### src/rtl/apb_sys_ctrl.sv
// APB completer for cpu SYSTEM accesses: trap vector swap, prescaled 32-bit timer, irq status.
// Timer/MTIME/MTIMECMP/pend exist only when SYSCTRL_TIMER_EN is defined.
module apb_sys_ctrl #(
  parameter int          ADDR_WIDTH   = 32,
  parameter int          DATA_WIDTH   = 32,
  parameter int          WAIT_STATES  = 0,
  parameter int          PRESCALE     = 1,
  parameter logic [31:0] RESET_VECTOR = 32'h0
) (
  input  logic                  clk,
  input  logic                  rts_n,
  input  logic [ADDR_WIDTH-1:0] APB_paddr,
  input  logic [DATA_WIDTH-1:0] APB_pdata,
  output logic [DATA_WIDTH-1:0] APB_prdata,
  input  logic                  APB_psel,
  input  logic                  APB_penable,
  input  logic                  APB_pwrite,
  input  logic [3:0]            APB_pstb,
  output logic                  APB_pready,
  output logic                  APB_perr,
  output logic                  interrupt
);
  localparam logic [2:0] OFF_CTRL     = 3'd0;
  localparam logic [2:0] OFF_VECTOR   = 3'd1;
  localparam logic [2:0] OFF_MTIME    = 3'd2;
  localparam logic [2:0] OFF_MTIMECMP = 3'd3;
  localparam logic [2:0] OFF_STATUS   = 3'd4;
  localparam logic [3:0] WS           = 4'(WAIT_STATES);

  typedef enum logic [1:0] {IDLE, SETUP, ACCESS} state_t;

  state_t      r_state, w_state_nxt;
  logic [3:0]  r_wcnt;
  logic        r_ien;
  logic [31:0] r_vector;
  logic        w_access, w_err, w_wr, w_wr_ctrl, w_wr_vector;
  logic        w_ten, w_pend;
  logic [2:0]  w_off;
  logic [31:0] w_rdata;
  logic        w_unused_addr;

  function automatic logic [31:0] merge_bytes(input logic [31:0] old_val,
                                              input logic [31:0] new_val,
                                              input logic [3:0]  strb);
    logic [31:0] res;
    for (int i = 0; i < 4; i++) res[8*i +: 8] = strb[i] ? new_val[8*i +: 8] : old_val[8*i +: 8];
    return res;
  endfunction

  assign w_off         = APB_paddr[4:2];
  assign w_unused_addr = ^APB_paddr[ADDR_WIDTH-1:5];

  // The first penable cycle (still in SETUP) already counts as an access cycle, so a
  // zero-wait transfer completes in the second bus cycle.
  assign w_access   = APB_psel && APB_penable && (r_state == SETUP || r_state == ACCESS);
  assign APB_pready = w_access && (r_wcnt == WS);
  assign w_wr       = APB_pready && APB_pwrite && !w_err;
  assign w_wr_ctrl  = w_wr && (w_off == OFF_CTRL) && APB_pstb[0];
  assign w_wr_vector = w_wr && (w_off == OFF_VECTOR);

  // NOTE: state registers use non-blocking assignments so every flop samples pre-edge values.
  always_ff @(posedge clk or negedge rts_n) begin
    if (!rts_n) r_state <= IDLE;
    else        r_state <= w_state_nxt;
  end

  // NOTE: w_state_nxt gets its default first so no path leaves it unassigned (no latch).
  always_comb begin
    w_state_nxt = r_state;
    unique case (r_state)
      IDLE:   if (APB_psel && !APB_penable) w_state_nxt = SETUP;
      SETUP: begin
        if (!APB_psel)        w_state_nxt = IDLE;
        else if (APB_penable) w_state_nxt = APB_pready ? IDLE : ACCESS;
      end
      ACCESS: if (APB_pready || !w_access) w_state_nxt = IDLE;
      default: w_state_nxt = IDLE;
    endcase
  end

  always_ff @(posedge clk or negedge rts_n) begin
    if (!rts_n)                      r_wcnt <= '0;
    else if (w_access && !APB_pready) r_wcnt <= r_wcnt + 4'd1;
    else if (r_state == IDLE)         r_wcnt <= '0;
  end

  always_ff @(posedge clk or negedge rts_n) begin
    if (!rts_n) begin
      r_ien    <= 1'b0;
      r_vector <= RESET_VECTOR;
    end else begin
      if (w_wr_ctrl)   r_ien    <= APB_pdata[1];
      if (w_wr_vector) r_vector <= merge_bytes(r_vector, APB_pdata, APB_pstb);
    end
  end

`ifdef SYSCTRL_TIMER_EN
  localparam logic [31:0] PS_MAX = 32'(PRESCALE - 1);

  logic        r_ten, r_pend;
  logic [31:0] r_presc, r_mtime, r_mtimecmp;
  logic        w_match, w_wr_mtime, w_wr_mtimecmp, w_clr_pend;

  assign w_match       = r_ten && (r_mtime == r_mtimecmp);
  assign w_wr_mtime    = w_wr && (w_off == OFF_MTIME) && (|APB_pstb);
  assign w_wr_mtimecmp = w_wr && (w_off == OFF_MTIMECMP);
  assign w_clr_pend    = w_wr_vector ||
                         (w_wr && (w_off == OFF_STATUS) && APB_pstb[0] && APB_pdata[0]);

  // A bus write to MTIME is placed last so it overrides a same-cycle increment.
  always_ff @(posedge clk or negedge rts_n) begin
    if (!rts_n) begin
      r_ten      <= 1'b0;
      r_presc    <= '0;
      r_mtime    <= '0;
      r_mtimecmp <= '0;
      r_pend     <= 1'b0;
    end else begin
      if (w_wr_ctrl) r_ten <= APB_pdata[0];
      if (r_ten) begin
        if (r_presc == PS_MAX) begin
          r_presc <= '0;
          r_mtime <= r_mtime + 32'd1;
        end else begin
          r_presc <= r_presc + 32'd1;
        end
      end
      if (w_wr_mtime)    r_mtime    <= merge_bytes(r_mtime, APB_pdata, APB_pstb);
      if (w_wr_mtimecmp) r_mtimecmp <= merge_bytes(r_mtimecmp, APB_pdata, APB_pstb);
      if (w_match)         r_pend <= 1'b1;
      else if (w_clr_pend) r_pend <= 1'b0;
    end
  end

  assign w_ten  = r_ten;
  assign w_pend = r_pend;
`else
  localparam int unused_prescale = PRESCALE;
  assign w_ten  = 1'b0;
  assign w_pend = 1'b0;
`endif

  always_comb begin
    w_err   = 1'b0;
    w_rdata = '0;
    if (APB_paddr[1:0] != 2'b00) begin
      w_err = 1'b1;
    end else begin
      case (w_off)
        OFF_CTRL:     w_rdata = {30'd0, r_ien, w_ten};
        OFF_VECTOR:   w_rdata = r_vector;
`ifdef SYSCTRL_TIMER_EN
        OFF_MTIME:    w_rdata = r_mtime;
        OFF_MTIMECMP: w_rdata = r_mtimecmp;
`endif
        OFF_STATUS:   w_rdata = {31'd0, w_pend};
        default:      w_err   = 1'b1;
      endcase
    end
  end

  assign APB_perr   = APB_pready && w_err;
  assign APB_prdata = (w_access && !w_err) ? w_rdata : '0;
  assign interrupt  = w_pend && r_ien;
endmodule
### config.mk
export PLATFORM = sky130hd
export DESIGN_NAME = apb_sys_ctrl
export DESIGN_NICKNAME = d
export VERILOG_FILES = /design/src/rtl/apb_sys_ctrl.sv
export SDC_FILE = /design/constraint.sdc
export NUM_CORES = 1
export LEC_CHECK = 0
export CAP_MARGIN = 20
export CORE_MARGIN = 4
export CORE_UTILIZATION = 62
export CTS_CLUSTER_SIZE = 8
export DETAILED_ROUTE_END_ITERATION = 6
export DONT_BUFFER_PORTS = 1
export GPL_TIMING_DRIVEN = 0
export PLACE_DENSITY_LB_ADDON = 0.1
export SYNTH_ARGS = -nofsm -noshare
export SYNTH_HDL_FRONTEND = slang
export SYNTH_SLANG_ARGS = --single-unit
export TNS_END_PERCENT = 50
### constraint.sdc
create_clock -name clk -period 2.5 [get_ports clk]
set_input_delay 0.375 -clock clk [delete_from_list [all_inputs] [get_ports clk]]
set_output_delay 0.375 -clock clk [all_outputs]
set_load 0.01 [all_outputs]
==> impl_metrics.json <==
{
  "synth_nets": 243,
  "hold_end": "r_vector[19]",
  "max_freq_mhz": 415,
  "r2r_end": "r_vector[3]",
  "synth_cells": 164,
  "vias": 1289,
  "drt-initial-drc-count": 52,
  "grt_pass1_vias": 1384,
  "comb_power_share_pct": 22.0,
  "worstReg2RegStart": "r_wcnt[0]",
  "worstSetupStartpointType": "register",
  "avgSynthCellArea_um2": 12.3,
  "p_sw_share_pct": 27.4,
  "nNetsFinal": 260,
  "p_switching_mw": 0.369,
  "initial_core_util_pct": 65.3,
  "synth-edff-count": 0,
  "die-area_um2": 4220,
  "grt_max_degree": 40,
  "async_flop_share_pct": 100,
  "area_growth_pct": 16.3,
  "cp.arrival_ps": 2040,
  "cap_violations": 0,
  "dr.pass1.iters": 4,
  "gp_congestion": 0.781,
  "std_cell_rows": 20,
  "crit_path_max_fanout": 10,
  "place_inst": 208,
  "pwr-share-seq_pct": 51.5,
  "hold_ws_ps": 173,
  "grt_overflow": 0,
  "io_buffers": 0,
  "hp-start": "APB_pdata[19]",
  "tightest_slew_ps": 557,
  "vias_per_cell": 5.70,
  "grt_pass1_wl_um": 6470,
  "cts_tree": "built",
  "drt-total-wl_um": 4080,
  "numClockSinks": 39,
  "dieWidth_um": 64.9,
  "path_cells": "inv_1 -> ha_4 -> nand3_4 -> buf_8 -> nor3_4 -> buf_4 -> clkbuf_4 -> and2_4",
  "fin_skew_ps": 6.25,
  "power.density_nw_per_um2": 578,
  "ys_seq_elements": 39,
  "netlist_area_um2": 2010,
  "antenna_found_initial": 0,
  "htreeDepth": 2,
  "intPower_mw": 0.981,
  "fin_tns_setup_ps": 0,
  "end_kind": "output port",
  "cts-root-buf": "clkbuf_4",
  "cts_buffer_depth": 2,
  "critPathMaxStageDelay_ps": 380,
  "setup_viol": 0,
  "rr_worst_depth": 6,
  "cts_buffers": 5,
  "synthFlopType": "dfrtp_1",
  "finalHoldViolations": 0,
  "path_delay_family": "buffers and inverters",
  "instances_no_fill": 226,
  "grtUsageTotal_pct": 20.5,
  "hpwl_um": 2860,
  "synth_cell_types": 30,
  "die_y_um": 64.9,
  "whs_path_depth": 1,
  "yosysSeqAreaShare_pct": 48.6,
  "required_ps": 2120,
  "fin_crit_sh_pct": 96.4,
  "io_pins": 108,
  "path_clk_slew_ps": 110,
  "core_um2": 3080,
  "ff2ff_setup_slack_ps": 230,
  "run_status": "completed",
  "min-delay-path-class": "in2reg",
  "slowest_stage": "dfrtp_1",
  "peakVddDrop_v": 0.000562,
  "detail_route.wl_per_cell_um": 18.1,
  "num_antenna_cells": 0,
  "slew_viol_final": 0,
  "power_frac_clock_pct": 26.4,
  "postRouteAntennaNets": 0,
  "drive_above_1_share_pct": 42.3,
  "crit_buf_inv": 4,
  "drc": 0,
  "leakage_nw": 1.12,
  "relSlewSlack_pct": 62.6,
  "period_needed_ps": 2410,
  "critPathKind": "reg2out",
  "clk_latency_ps": 340,
  "yosysWarnings": 0
}
==> worst register-to-register path: stages (launching register included) <==
cell and delay (ps):
dfrtp_1 440, inv_1 80, ha_1 150, or3b_1 330, buf_2 200, nor4_4 560, mux2_2 410
==> worst max path at each step <==
stage	depth (start not counted)	from	end
after floorplan	7	r_state[0]	APB_prdata[0]
after global placement	7	r_state[1]	APB_prdata[15]
after detailed placement	7	r_state[1]	APB_prdata[9]
after CTS	8	r_state[0]	APB_prdata[29]
after global routing	8	r_state[1]	APB_prdata[6]
final	8	r_state[1]	APB_prdata[6]
==> cell usage in the layout (no fill, tap or decap), types with 2 or more instances in the layout <==
cell      synthesis  layout
nor2b_1           2       2
nand3_1           7       6
o21ai_0           2       2
mux2_1            2       2
nor2_1            3       3
a22o_1            2       2
clkbuf_8          0       5
ha_1              6       5
and2_4            0      13
nand3b_1          2       2
buf_2             3       2
inv_1             6       5
buf_4             1       6
and2_1           31      18
mux2i_1           3       3
nor3_1            3       2
dfrtp_1          39      39
nor4_4            4       4
clkbuf_4          0       7
mux2_2           33      33
==> sequential cells by signal, summed over array words and instances (netlist names) <==
register,flops
r_state,2
r_wcnt,4
r_vector,32
r_ien,1
==> kinds of logic (layout without fill, tap and decap cells) <==
kind of cell             Yosys count  in the layout  share of synthesized area [%]
XOR/XNOR                           1              1                          0.436
adder cells (fa/ha/maj)            6              6                           3.74
buffers and inverters             14             32                           2.99
multiplexers                      38             38                           21.1
flip-flops                        39             39                           48.6
AO/OA/AOI/OAI                      6              6                           2.24
AND/OR/NAND/NOR                   59             59                           20.7
other                              1              1                          0.187
==> what timing repair did <==
item	4_1_cts	5_1_grt
setup buffers	3	3
hold buffers	2	0
endpoints found under the setup margin	32	30
gates cloned	2	0
pin swaps	1	2
gates resized for setup	16	16
endpoints found under the hold margin	39	0
==> power groups by stage <==
stage	logic, mW	registers (mW)	clock network, mW
6_report	0.298	0.696	0.357
5_1_grt	0.322	0.702	0.399
4_1_cts	0.267	0.693	0.368
3_5_place_dp	0.196	0.707	0
3_3_place_gp	0.181	0.704	0
2_1_floorplan	0.161	0.701	0
==> layer usage <==
metal / global-route usage (%) / vias to the layer above / share of wire, %
met4: 6.33 / 0 / 2.0
met3: 8.84 / 9 / 11
li1: - / 601 / -
met2: 35.6 / 57 / 51
met1: 22.4 / 622 / 36
met5: 0 / - / 0
==> final cells by class <==
| type | instances | area, um2 |
|---|---|---|
| Clock buffer | 8 | 68.8 |
| Fill cell | 221 | 742 |
| Inverter | 6 | 22.5 |
| Timing Repair Buffer | 10 | 93.8 |
| Buffer | 8 | 77.6 |
| Multi-Input combinational cell | 111 | 1040 |
| Tap cell | 44 | 55.1 |
| Sequential cell | 39 | 976 |
==> stage by stage <==
step	total power, mW	cell area [um2]	util (%)	worst slack [ps]
after floorplan	0.862	2010	-	219
after detailed placement	0.903	2060	67.1	-147
after CTS	1.33	2270	73.9	23.0
final	1.35	2340	75.9	89.9
after global routing	1.42	2340	75.9	-21.8
after global placement	0.885	2060	67.1	-115
==> Yosys cell counts, types with 2 or more instances <==
library cell / count / area, um2
mux2_1: 2 / 22.5
nor2b_1: 2 / 12.5
nor4_4: 4 / 85.1
nor2_1: 3 / 11.3
inv_1: 6 / 22.5
clkbuf_1: 3 / 11.3
nand3b_1: 2 / 15.0
and2_1: 31 / 194
buf_2: 3 / 15.0
o21ai_0: 2 / 10.0
mux2_2: 33 / 372
nand3_1: 7 / 35.0
nor3_1: 3 / 15.0
ha_1: 6 / 75.1
dfrtp_1: 39 / 976
a22o_1: 2 / 17.5
mux2i_1: 3 / 30.0
No activity file was read; power rests on OpenSTA's default activity.
==> edit (config.mk and constraints unchanged) <==
Register the outputs `APB_perr` and `interrupt`, cleared by the reset; this adds one clock of latency there. The other outputs are not delayed to match.
--- a/src/rtl/apb_sys_ctrl.sv
+++ b/src/rtl/apb_sys_ctrl.sv
@@ -160,6 +160,13 @@
   end
 
-  assign APB_perr   = APB_pready && w_err;
   assign APB_prdata = (w_access && !w_err) ? w_rdata : '0;
-  assign interrupt  = w_pend && r_ien;
+  always_ff @(posedge clk or negedge rts_n) begin
+    if (!rts_n) begin
+      APB_perr  <= '0;
+      interrupt <= '0;
+    end else begin
+      APB_perr  <= APB_pready && w_err;
+      interrupt <= w_pend && r_ien;
+    end
+  end
 endmodule
Behaviour: not the same (a bounded check fails within 4 cycles, from zero or initial values).
==> edit against the original RTL <==
Final area is 1.3% lower. First-iteration DRC count down 58%. Sequential cell count is 1 higher. Wire length down 1.8%. Worst setup slack better by 0.017 ns. Sequential power rose by 3.2%. Power shrank 3.7%. Synthesized area is 1.2% higher. Critical endpoint is now APB_prdata[12].
==> edit: results <==
metrics = {
    "global_route": {
        "grt_usage_pct": 19.78,
        "met1_usage_pct": 22.35,
        "use_met2_pct": 33.75,
        "use_met3_pct": 8.376,
        "grt_pass1_wl_mm": 6.403,
        "first_global_vias": 1368,
        "grt_antenna_before_repair": 0,
    },
    "critical_path": {
        "max_stage_delay_ns": 0.41,
    },
    "pwr": {
        "vdd_drop_max_mv": 0.3993,
        "power.leakage_uw": 0.001099,
    },
    "synthesis": {
        "seq_area_frac_synth_pct": 49.20,
        "synthTopCellsByArea": "dfrtp_1, mux2_2, and2_1",
        "synth_commonest_cells": "dfrtp_1, mux2_2, and2_1",
        "syn_inst": 165,
        "syn-num-nets": 244,
    },
    "placed_design": {
        "dp_slack_ns": -0.1836,
        "dp_hpwl_mm": 2.964,
        "post-place-cells": 209,
        "placed_cell_area_sq_um": 2090,
        "gp_congestion": 0.7356,
    },
    "finish": {
        "drive_gt1_share_pct": 36.67,
        "fillers": 235,
        "top_regs": "r_vector: 32 flops, r_wcnt: 4 flops, r_state: 2 flops",
        "final_cells": 224,
        "fin_nets": 259,
    },
    "sta": {
        "tightest_slew_ns": 0.5793,
        "finalClockSkew_ns": 0.004956,
    },
    "drt": {
        "drt_iter0_drc": 22,
        "viasPerCell": 5.808,
        "drt_wl_total_mm": 4.009,
    },
    "cts": {
        "cts-root-buf": "clkbuf_4",
        "cts_made_buffers": 5,
        "clock_latency_ns": 0.32,
    },
    "worst_hold_path": {
        "hold_start": "APB_pdata[22]",
    },
    "outcome": {
        "status": "complete, no violations",
    },
}
edit: where the power goes:
part	leakage (uW)	switching, uW	internal (uW)
clock network	0.0000281	185	104
logic	0.000518	150	143
registers	0.000553	25.7	692
edit: logic make-up after synthesis:
family | Yosys count | synth area share [%]
other | 1 | 0.1843
xor gates and xnor gates | 1 | 0.4306
and+or+nand+nor | 59 | 20.48
DFF | 40 | 49.20
muxes | 38 | 20.85
AOI/OAI and AO/OA | 6 | 2.214
adders and majority gates | 6 | 3.690
buffers and inverters | 14 | 2.952
edit: metal layers:
metal  routed length (um)  vias to the layer above
met5                    0                        -
met4                   27                        0
met3                  399                        4
met2                 2080                       56
met1                 1502                      635
li1                     -                      606
edit: layout make-up:
class / instances / area (sq um) / area share [%]
buffer: 8 / 70.07 / 3.039
clock buffer: 6 / 41.29 / 1.791
clock inverter: 1 / 5.005 / 0.2170
inverter: 6 / 22.52 / 0.9767
multi-input combinational: 111 / 1022 / 44.33
sequential: 40 / 1001 / 43.41
tap: 44 / 55.05 / 2.387
timing repair buffer: 8 / 88.84 / 3.852
edit: final timing paths:
| check | slack, ns | end |
|---|---|---|
| max in group asynchronous | 1.80 | r_vector[19] |
| min | 0.19 | r_vector[22] |
| min in group asynchronous | 0.51 | r_vector[20] |
| max reg2reg | 0.21 | r_vector[16] |
| min reg2reg | 0.50 | r_vector[22] |
| max | 0.11 | APB_prdata[12] |
edit: what timing repair did:
action                     CTS  global route
setup buffers                0             4
hold buffers                 2             0
cloned                       0             2
resized for setup           12            15
pin swaps                    0             2
hold endpoints to repair    40             0
setup endpoints to repair   32            30
edit: critical path, delay by kind of cell, from the launching register on:
kind                     cells  cell delay (ns)
flip-flops                   1             0.41
adder cells (fa/ha/maj)      1             0.29
buffers and inverters        4             0.52
AND/OR/NAND/NOR              3             0.47
edit: metrics by stage:
step	setup TNS [ns]	util, %
6_report	0	74.31
5_1_grt	-0.003360	74.31
4_1_cts	0	71.41
3_5_place_dp	-4.979	67.34
3_3_place_gp	-2.993	67.34
2_1_floorplan	0	-
